<file path="src/rtl/countdown_timer_4bit_pkg.sv">
// Shared definitions for the 4-bit countdown timer: count width, count type and FSM states.
package countdown_timer_4bit_pkg;

    localparam int unsigned CD_W = 4;

    typedef logic [CD_W-1:0] cd_count_t;

    typedef enum logic [1:0] {
        CD_IDLE = 2'd0,
        CD_RUN  = 2'd1,
        CD_DONE = 2'd2
    } cd_state_t;

endpackage

</file>
<file path="src/rtl/countdown_timer_4bit_dec.sv">
// decrement_by_1: combinational x-1 stage (adds all-ones), with unsigned carry and signed overflow.
module decrement_by_1
    import countdown_timer_4bit_pkg::*;
(
    input  logic [CD_W-1:0] x,
    output logic [CD_W-1:0] s,
    output logic            carry,
    output logic            overflow
);

    logic [CD_W:0] sum;

    assign sum      = {1'b0, x} + {1'b0, {CD_W{1'b1}}};
    assign s        = sum[CD_W-1:0];
    assign carry    = sum[CD_W];
    // Adding -1 overflows only when a negative x wraps to a positive result.
    assign overflow = x[CD_W-1] & ~s[CD_W-1];

endmodule

</file>
<file path="src/rtl/countdown_timer_4bit.sv">
// Loadable 4-bit countdown timer with one-cycle done pulse.
// Optional `COUNTDOWN_AUTO_RELOAD_EN: DONE reloads the captured start value and keeps running.
module countdown_timer_4bit
    import countdown_timer_4bit_pkg::*;
(
    input  logic            clk,
    input  logic            rst,
    input  logic            start,
    input  logic [CD_W-1:0] load_val,
    input  logic            tick,
    input  logic            abort,
    output logic            ready,
    output logic            busy,
    output logic [CD_W-1:0] count,
    output logic            done
);

    cd_state_t state_q, state_d;
    cd_count_t count_q, count_d;
    cd_count_t dec_s;
    logic      dec_carry_unused;
    logic      dec_overflow_unused;

`ifdef COUNTDOWN_AUTO_RELOAD_EN
    cd_count_t reload_q, reload_d;
`endif

    decrement_by_1 u_dec (
        .x        (count_q),
        .s        (dec_s),
        .carry    (dec_carry_unused),
        .overflow (dec_overflow_unused)
    );

    always_ff @(posedge clk) begin
        if (rst) begin
            state_q  <= CD_IDLE;
            count_q  <= '0;
`ifdef COUNTDOWN_AUTO_RELOAD_EN
            reload_q <= '0;
`endif
        end else begin
            state_q  <= state_d;
            count_q  <= count_d;
`ifdef COUNTDOWN_AUTO_RELOAD_EN
            reload_q <= reload_d;
`endif
        end
    end

    always_comb begin
        state_d  = state_q;
        count_d  = count_q;
`ifdef COUNTDOWN_AUTO_RELOAD_EN
        reload_d = reload_q;
`endif
        unique case (state_q)
            CD_IDLE: begin
                if (start) begin
                    count_d  = load_val;
`ifdef COUNTDOWN_AUTO_RELOAD_EN
                    reload_d = load_val;
`endif
                    state_d  = (load_val == '0) ? CD_DONE : CD_RUN;
                end
            end
            CD_RUN: begin
                if (abort) begin
                    state_d = CD_IDLE;
                    count_d = '0;
                end else if (count_q == '0) begin
                    // Only reachable after a zero reload; expire without touching the decrementer.
                    state_d = CD_DONE;
                end else if (tick) begin
                    count_d = dec_s;
                    if (count_q == cd_count_t'(1)) begin
                        state_d = CD_DONE;
                    end
                end
            end
            CD_DONE: begin
                if (abort) begin
                    state_d = CD_IDLE;
                    count_d = '0;
                end else begin
`ifdef COUNTDOWN_AUTO_RELOAD_EN
                    state_d = CD_RUN;
                    count_d = reload_q;
`else
                    state_d = CD_IDLE;
`endif
                end
            end
            default: begin
                state_d = CD_IDLE;
                count_d = '0;
            end
        endcase
    end

    assign ready = (state_q == CD_IDLE);
    assign busy  = (state_q == CD_RUN);
    assign done  = (state_q == CD_DONE);
    assign count = count_q;

endmodule

</file>
<file path="config.mk">
export PLATFORM = sky130hd
export DESIGN_NAME = countdown_timer_4bit
export DESIGN_NICKNAME = d
export VERILOG_FILES = /design/src/rtl/countdown_timer_4bit_pkg.sv /design/src/rtl/countdown_timer_4bit_dec.sv /design/src/rtl/countdown_timer_4bit.sv
export SDC_FILE = /design/constraint.sdc
export NUM_CORES = 1
export LEC_CHECK = 0
export CORE_AREA = 5 5 42 44
export DETAILED_ROUTE_END_ITERATION = 16
export DIE_AREA = 0 0 47 49
export PLACE_DENSITY_LB_ADDON = 0.12
export SETUP_SLACK_MARGIN = 0.1
export SLEW_MARGIN = 20
export SYNTH_ARGS = -nofsm -noshare
export SYNTH_HDL_FRONTEND = slang
export SYNTH_SLANG_ARGS = --single-unit
export TNS_END_PERCENT = 50
</file>
<file path="constraint.sdc">
create_clock -name clk -period 3.69 [get_ports clk]
set_input_delay 0.738 -clock clk [delete_from_list [all_inputs] [get_ports clk]]
set_output_delay 0.738 -clock clk [all_outputs]
set_load 0.01 [all_outputs]
</file>
==> flow_summary.yaml, run 1 <==
status:
  status: "completed"
setup_path:
  path_cells: "and2b_1 -> clkdlybuf4s50_1"
  critPathKind: "reg -> out"
  cp_max_fo: 13
  crit_path_start_kind: "register"
  critPathCaptureType: "primary output"
  cp_slowest_stage_delay_ns: 0.58
  arrival_ns: 1.57
  cp.required_ns: 2.95
  cp_slowest_cell: "dfxtp_1"
routing:
  via_count: 459
  drtAntennaViolNets: 0
  drc: 0
  via_per_inst: 5.276
  dr.pass1.iters: 2
  wl_um: 1151
  avgRoutedWirePerCell_um: 13.23
  drtIter0Drc: 6
layout:
  layout_commonest_cell: "clkdlybuf4s50_1"
  seq_area_um2: 120.1
  drive_gt1_share_pct: 12.68
  layout_common_cells: "clkdlybuf4s50_1, dfxtp_1, inv_1, or4_1, nor3_1"
  n_antenna_cell: 0
  synthToLayoutAreaGrowth_pct: 37.80
  nets: 85
  multi_input_area_um2: 315.3
  fillCellCount: 158
synth:
  synth_area_leaders: "dfxtp_1, ha_1, or4_1, o31ai_1, nor3_1"
  synth_fp_nets: 67
  avgSynthCellArea_um2: 8.485
  yosysSeqAreaShare_pct: 25.74
  yosys.cell_types.count: 29
  ys_ff_latch: 6
  yosys.area.top_type: "dfxtp_1"
  netlist_area_um2: 466.7
  yosys_warnings: 0
  yosys.area.top_type_share_pct: 25.74
  postSynthCellCount: 55
timing:
  grt_setup_unrepaired: "false"
  fin_ws_ns: 1.383
  fin_crit_sh_pct: 62.53
  hold_viol: 0
  finClkSkew_ns: 0.002941
  setup_viol: 0
  slew_viol_final: 0
  fmax_mhz: 433.4
  setup_tns_ns: 0
  max_slew_margin_pct: 71.27
  min_period_ns: 2.307
  tightestPinTransition_ns: 0.4304
grt:
  antenna_found_initial: 0
  grt_max_degree: 14
  grt_pass1_vias: 421
  grt_pass1_wl_um: 1911
  grt-busiest-layer: "met1"
  grtUsageMet3_pct: 1.476
  use_met1_pct: 16.04
  gr-usage-met2_pct: 14.93
  overflow: 0
  track_usage_pct: 11.34
clocking:
  htree_num_levels: 1
  numCtsBuffers: 3
  hold_buffers: 0
  clk_pin_slew_ns: 0.04
  cts_tree: "done"
  clkSinkCount: 6
  clk_path_buf_depth: 2
  cts_root_buffer: "clkbuf_4"
  cts_resized: 0
  cts_setup_buffers: 0
  clock_latency_ns: 0.24
place:
  place_ws_ns: 1.436
  port_buffers: 15
  gp_congestion: 0.8576
  place_hpwl_um: 900.2
die:
  placementRows: 14
  start_util_pct: 33.30
  core_area_um2: 1401
  ios: 16
  die_h_um: 49
  die_w_um: 47
  dieArea_um2: 2303
power:
  p_sw_w: 0.00006544
  power_frac_comb_pct: 34.6
  power_density_nw_per_um2: 332.4
  vdd_drop_max_mv: 0.2220
  power.share.clock_pct: 27.8
  swShare_pct: 30.61
  p_leak_nw: 0.2428
  p_seq_share_pct: 37.6
  p_int_w: 0.0001483
flow_run:
  max_cap_viol_count: 0
hold_path:
  worst_hold_path_type: "reg -> reg"
final cells by class:
| class | count | share of cell area [%] |
|---|---|---|
| Tap cell | 16 | 3.113 |
| Sequential cell | 6 | 18.68 |
| Inverter | 4 | 2.335 |
| Clock buffer | 3 | 3.502 |
| Timing Repair Buffer | 15 | 23.35 |
| Multi-Input combinational cell | 43 | 49.03 |
path summary, 6_finish.rpt:
| kind | startpoint | end | slack [ns] | cells after the start |
|---|---|---|---|---|
| setup reg to reg | count[0]$_SDFFE_PP0P_ | count[1]$_SDFFE_PP0P_ | 2.04 | 6 |
| setup / recovery | state_q[0]$_SDFFE_PP0P_ | busy | 1.38 | 2 |
| hold / removal | count[2]$_SDFFE_PP0P_ | count[2]$_SDFFE_PP0P_ | 0.58 | 2 |
| hold reg to reg | count[2]$_SDFFE_PP0P_ | count[2]$_SDFFE_PP0P_ | 0.58 | 2 |
power by group through the flow:
stage / sequential, W / clock (W) / combinational (W)
floorplan: 0.0000793 / 0 / 0.0000447
global placement: 0.0000817 / 0 / 0.0000752
detailed placement: 0.0000817 / 0 / 0.0000742
CTS: 0.0000805 / 0.0000631 / 0.0000749
global route: 0.0000819 / 0.0000669 / 0.0000820
finish: 0.0000803 / 0.0000594 / 0.0000741
cell families (layout without fill, tap and decap cells):
group	after synthesis	after routing	share of synthesized area [%]
multiplexers	1	1	2.145
buffers and inverters	6	22	6.700
XOR/XNOR	2	2	3.754
AO/OA/AOI/OAI	15	15	24.13
flip-flops	6	6	25.74
AND/OR/NAND/NOR	22	22	29.49
adder cells (fa/ha/maj)	3	3	8.044
worst max-delay path, delay by kind of cell, from the launching register on:
family                 cells  cell delay (ns)
flip-flops                 1             0.58
buffers and inverters      1             0.53
AND/OR/NAND/NOR            1             0.21
through the flow:
step	hold slack, ns	instance area, um2	std cells	power (W)	util [%]
after detailed placement	0.5765	620.6	84	0.0001559	44.29
after global routing	0.6279	643.1	87	0.0002308	45.89
final	0.5781	643.1	87	0.0002138	45.89
after global placement	0.5740	620.6	84	0.0001570	44.29
after floorplan	0.5449	466.7	55	0.0001239	-
after CTS	0.5839	643.1	87	0.0002185	45.89
cells in the mapped netlist (all sizes together):
cell	number
or2	1
and2b	1
inv	4
buf	2
o311ai	1
dfxtp	6
ha	3
nand3	1
o21ai	2
a211oi	1
nor3	4
a31oi	2
or4	4
nor2b	4
nand2	1
xnor2	1
nor2	4
or3b	2
o31ai	3
o2bb2ai	1
o22ai	1
a21oi	4
xor2	1
mux2i	1
layer usage:
metal  share of wire [%]  vias to the layer above  wire [um]
met5                   0                        -          0
met4                 2.3                        0         27
met3                 5.1                        4         59
met2                  43                       10        493
met1                  50                      209        570
li1                    -                      236          -
registers in the layout (all words and copies together) (netlist names):
| register | count |
|---|---|
| state_q | 2 |
| count | 4 |
(Power assumes the default switching activity.)
==> inputs of run 2 (changes only) <==
Clock period 3.69 ns to 1.89 ns, I/O delays scaled along.
==> run 2 against run 1 <==
Sequential power is 94% higher. Sequential cell count stayed put. Register-to-register slack worse by 1.8 ns. Global-route usage is 0.56 points higher. Critical endpoint unchanged. Critical path depth stayed put. Count of clock-buffer cells in the layout stayed put. Power is 99% higher. Via count is 0.65% higher. Non-clock buffer count is 3 higher. Clock skew is 0.0020 ns lower. First-iteration DRC count stayed put. Die area stayed put.
==> flow_summary.yaml, run 2 (synthesis gave the netlist of run 1 again) <==
status:
  status: "completed"
routing:
  via_per_inst: 5.133
  drc: 0
  avgRoutedWirePerCell_um: 13.66
  wl_um: 1229
  via_count: 462
  drtIter0Drc: 6
  dr.pass1.iters: 4
  drtAntennaViolNets: 0
setup_path:
  arrival_ns: 1.36
  endpoint: "busy"
  critPathCaptureType: "primary output"
  rrSetupSlack_ns: 0.24
  critPathKind: "reg -> out"
  crit_path_start_kind: "register"
  cp_max_fo: 10
  startpoint: "state_q[1]$_SDFFE_PP0P_"
  reg2reg_to: "count[2]$_SDFFE_PP0P_"
  rr_startpoint: "count[0]$_SDFFE_PP0P_"
  cp.required_ns: 1.51
  reg2regPathDepth: 6
timing:
  fin_crit_sh_pct: 92.04
  tightestPinTransition_ns: 0.4463
  max_slew_margin_pct: 70.20
  hold-worst-slack_ns: 0.5643
  finClkSkew_ns: 0.0009577
  slew_viol_final: 0
  hold_viol: 0
  fmax_mhz: 574.8
  grt_setup_unrepaired: "true"
  setup_viol: 0
  fin_ws_ns: 0.1504
  min_period_ns: 1.740
place:
  dpl-instance-area_um2: 643.1
  place_hpwl_um: 977.3
  port_buffers: 15
  gp_congestion: 0.7756
  place_ws_ns: 0.03377
grt:
  grt-busiest-layer: "met2"
  antenna_found_initial: 0
  grt_max_degree: 11
  grt_pass1_wl_um: 2001
  track_usage_pct: 11.90
  grtUsageMet3_pct: 3.321
  grt_pass1_vias: 436
  gr-usage-met2_pct: 16.74
  overflow: 0
  use_met1_pct: 16.26
die:
  placementRows: 14
  dieArea_um2: 2303
  die_w_um: 47
  ios: 16
  die_h_um: 49
  start_util_pct: 33.30
  core_area_um2: 1401
layout:
  drive_gt1_share_pct: 20.27
  layout_commonest_cell: "clkdlybuf4s50_1"
  layout_common_cells: "clkdlybuf4s50_1, inv_1, or4_1, nor3_1"
  nets: 88
  multi_input_area_um2: 315.3
  finalInstanceArea_um2: 669.4
  synthToLayoutAreaGrowth_pct: 43.43
  n_antenna_cell: 0
  seq_area_um2: 123.9
  fillCellCount: 149
  largest_reg_flops: 4
power:
  power_density_nw_per_um2: 634.1
  p_leak_nw: 0.2588
  finalPower_w: 0.0004245
  vdd_drop_max_mv: 0.3963
clocking:
  cts_tree: "done"
  clkSinkCount: 6
  htree_num_levels: 1
  clk_pin_slew_ns: 0.04
  cts_setup_buffers: 0
  clock_latency_ns: 0.24
  cts_root_buffer: "clkbuf_4"
  numCtsBuffers: 3
  hold_buffers: 0
  cts_resized: 2
  clk_path_buf_depth: 2
hold_path:
  worst_hold_path_type: "reg -> reg"
flow_run:
  max_cap_viol_count: 0
## run 2: metal layers
metal,up-vias,share of wire [%]
li1,244,-
met1,208,48
met2,8,46
met3,2,5.7
met5,-,0
met4,0,0.73
## run 2: cell type report
| class | count | area share, % |
|---|---|---|
| Clock buffer | 3 | 3.364 |
| Inverter | 4 | 2.243 |
| Multi-Input combinational cell | 43 | 47.10 |
| Sequential cell | 6 | 18.50 |
| Tap cell | 16 | 2.991 |
| Timing Repair Buffer | 18 | 25.79 |
## run 2: worst max-delay path: stages, from the launching register on
cell and delay, ns:
dfxtp_2 0.36, and2b_1 0.22, clkdlybuf4s50_1 0.54
## run 2: per-stage QoR
step	setup TNS (ns)	utilization, %	instances
finish	0	47.77	90
global route	0	47.77	90
detailed placement	0	45.89	87
global placement	-0.01133	45.89	87
floorplan	0	-	55
CTS	0	47.68	90
## run 2: worst min path at each step
stage,startpoint,to,depth (start not counted)
after floorplan,rst,count[2]$_SDFFE_PP0P_,1
after global placement,count[2]$_SDFFE_PP0P_,count[2]$_SDFFE_PP0P_,2
after detailed placement,count[2]$_SDFFE_PP0P_,count[2]$_SDFFE_PP0P_,2
after CTS,count[2]$_SDFFE_PP0P_,count[2]$_SDFFE_PP0P_,2
after global routing,count[3]$_SDFFE_PP0P_,count[3]$_SDFFE_PP0P_,2
final,count[2]$_SDFFE_PP0P_,count[2]$_SDFFE_PP0P_,2
## run 2: power by group
| group | switching, W | internal (W) | total [W] |
|---|---|---|---|
| Sequential | 0.0000163 | 0.000140 | 0.000156 |
| Clock | 0.0000420 | 0.0000715 | 0.000114 |
| Combinational | 0.0000705 | 0.0000845 | 0.000155 |
| Total | 0.000129 | 0.000296 | 0.000424 |
==> inputs of run 3 (changes only) <==
Settings changed: CAP_MARGIN from default to 0.
==> results of run 3 <==
Same layout as run 2: the final DEF is identical, and so are final timing and power.
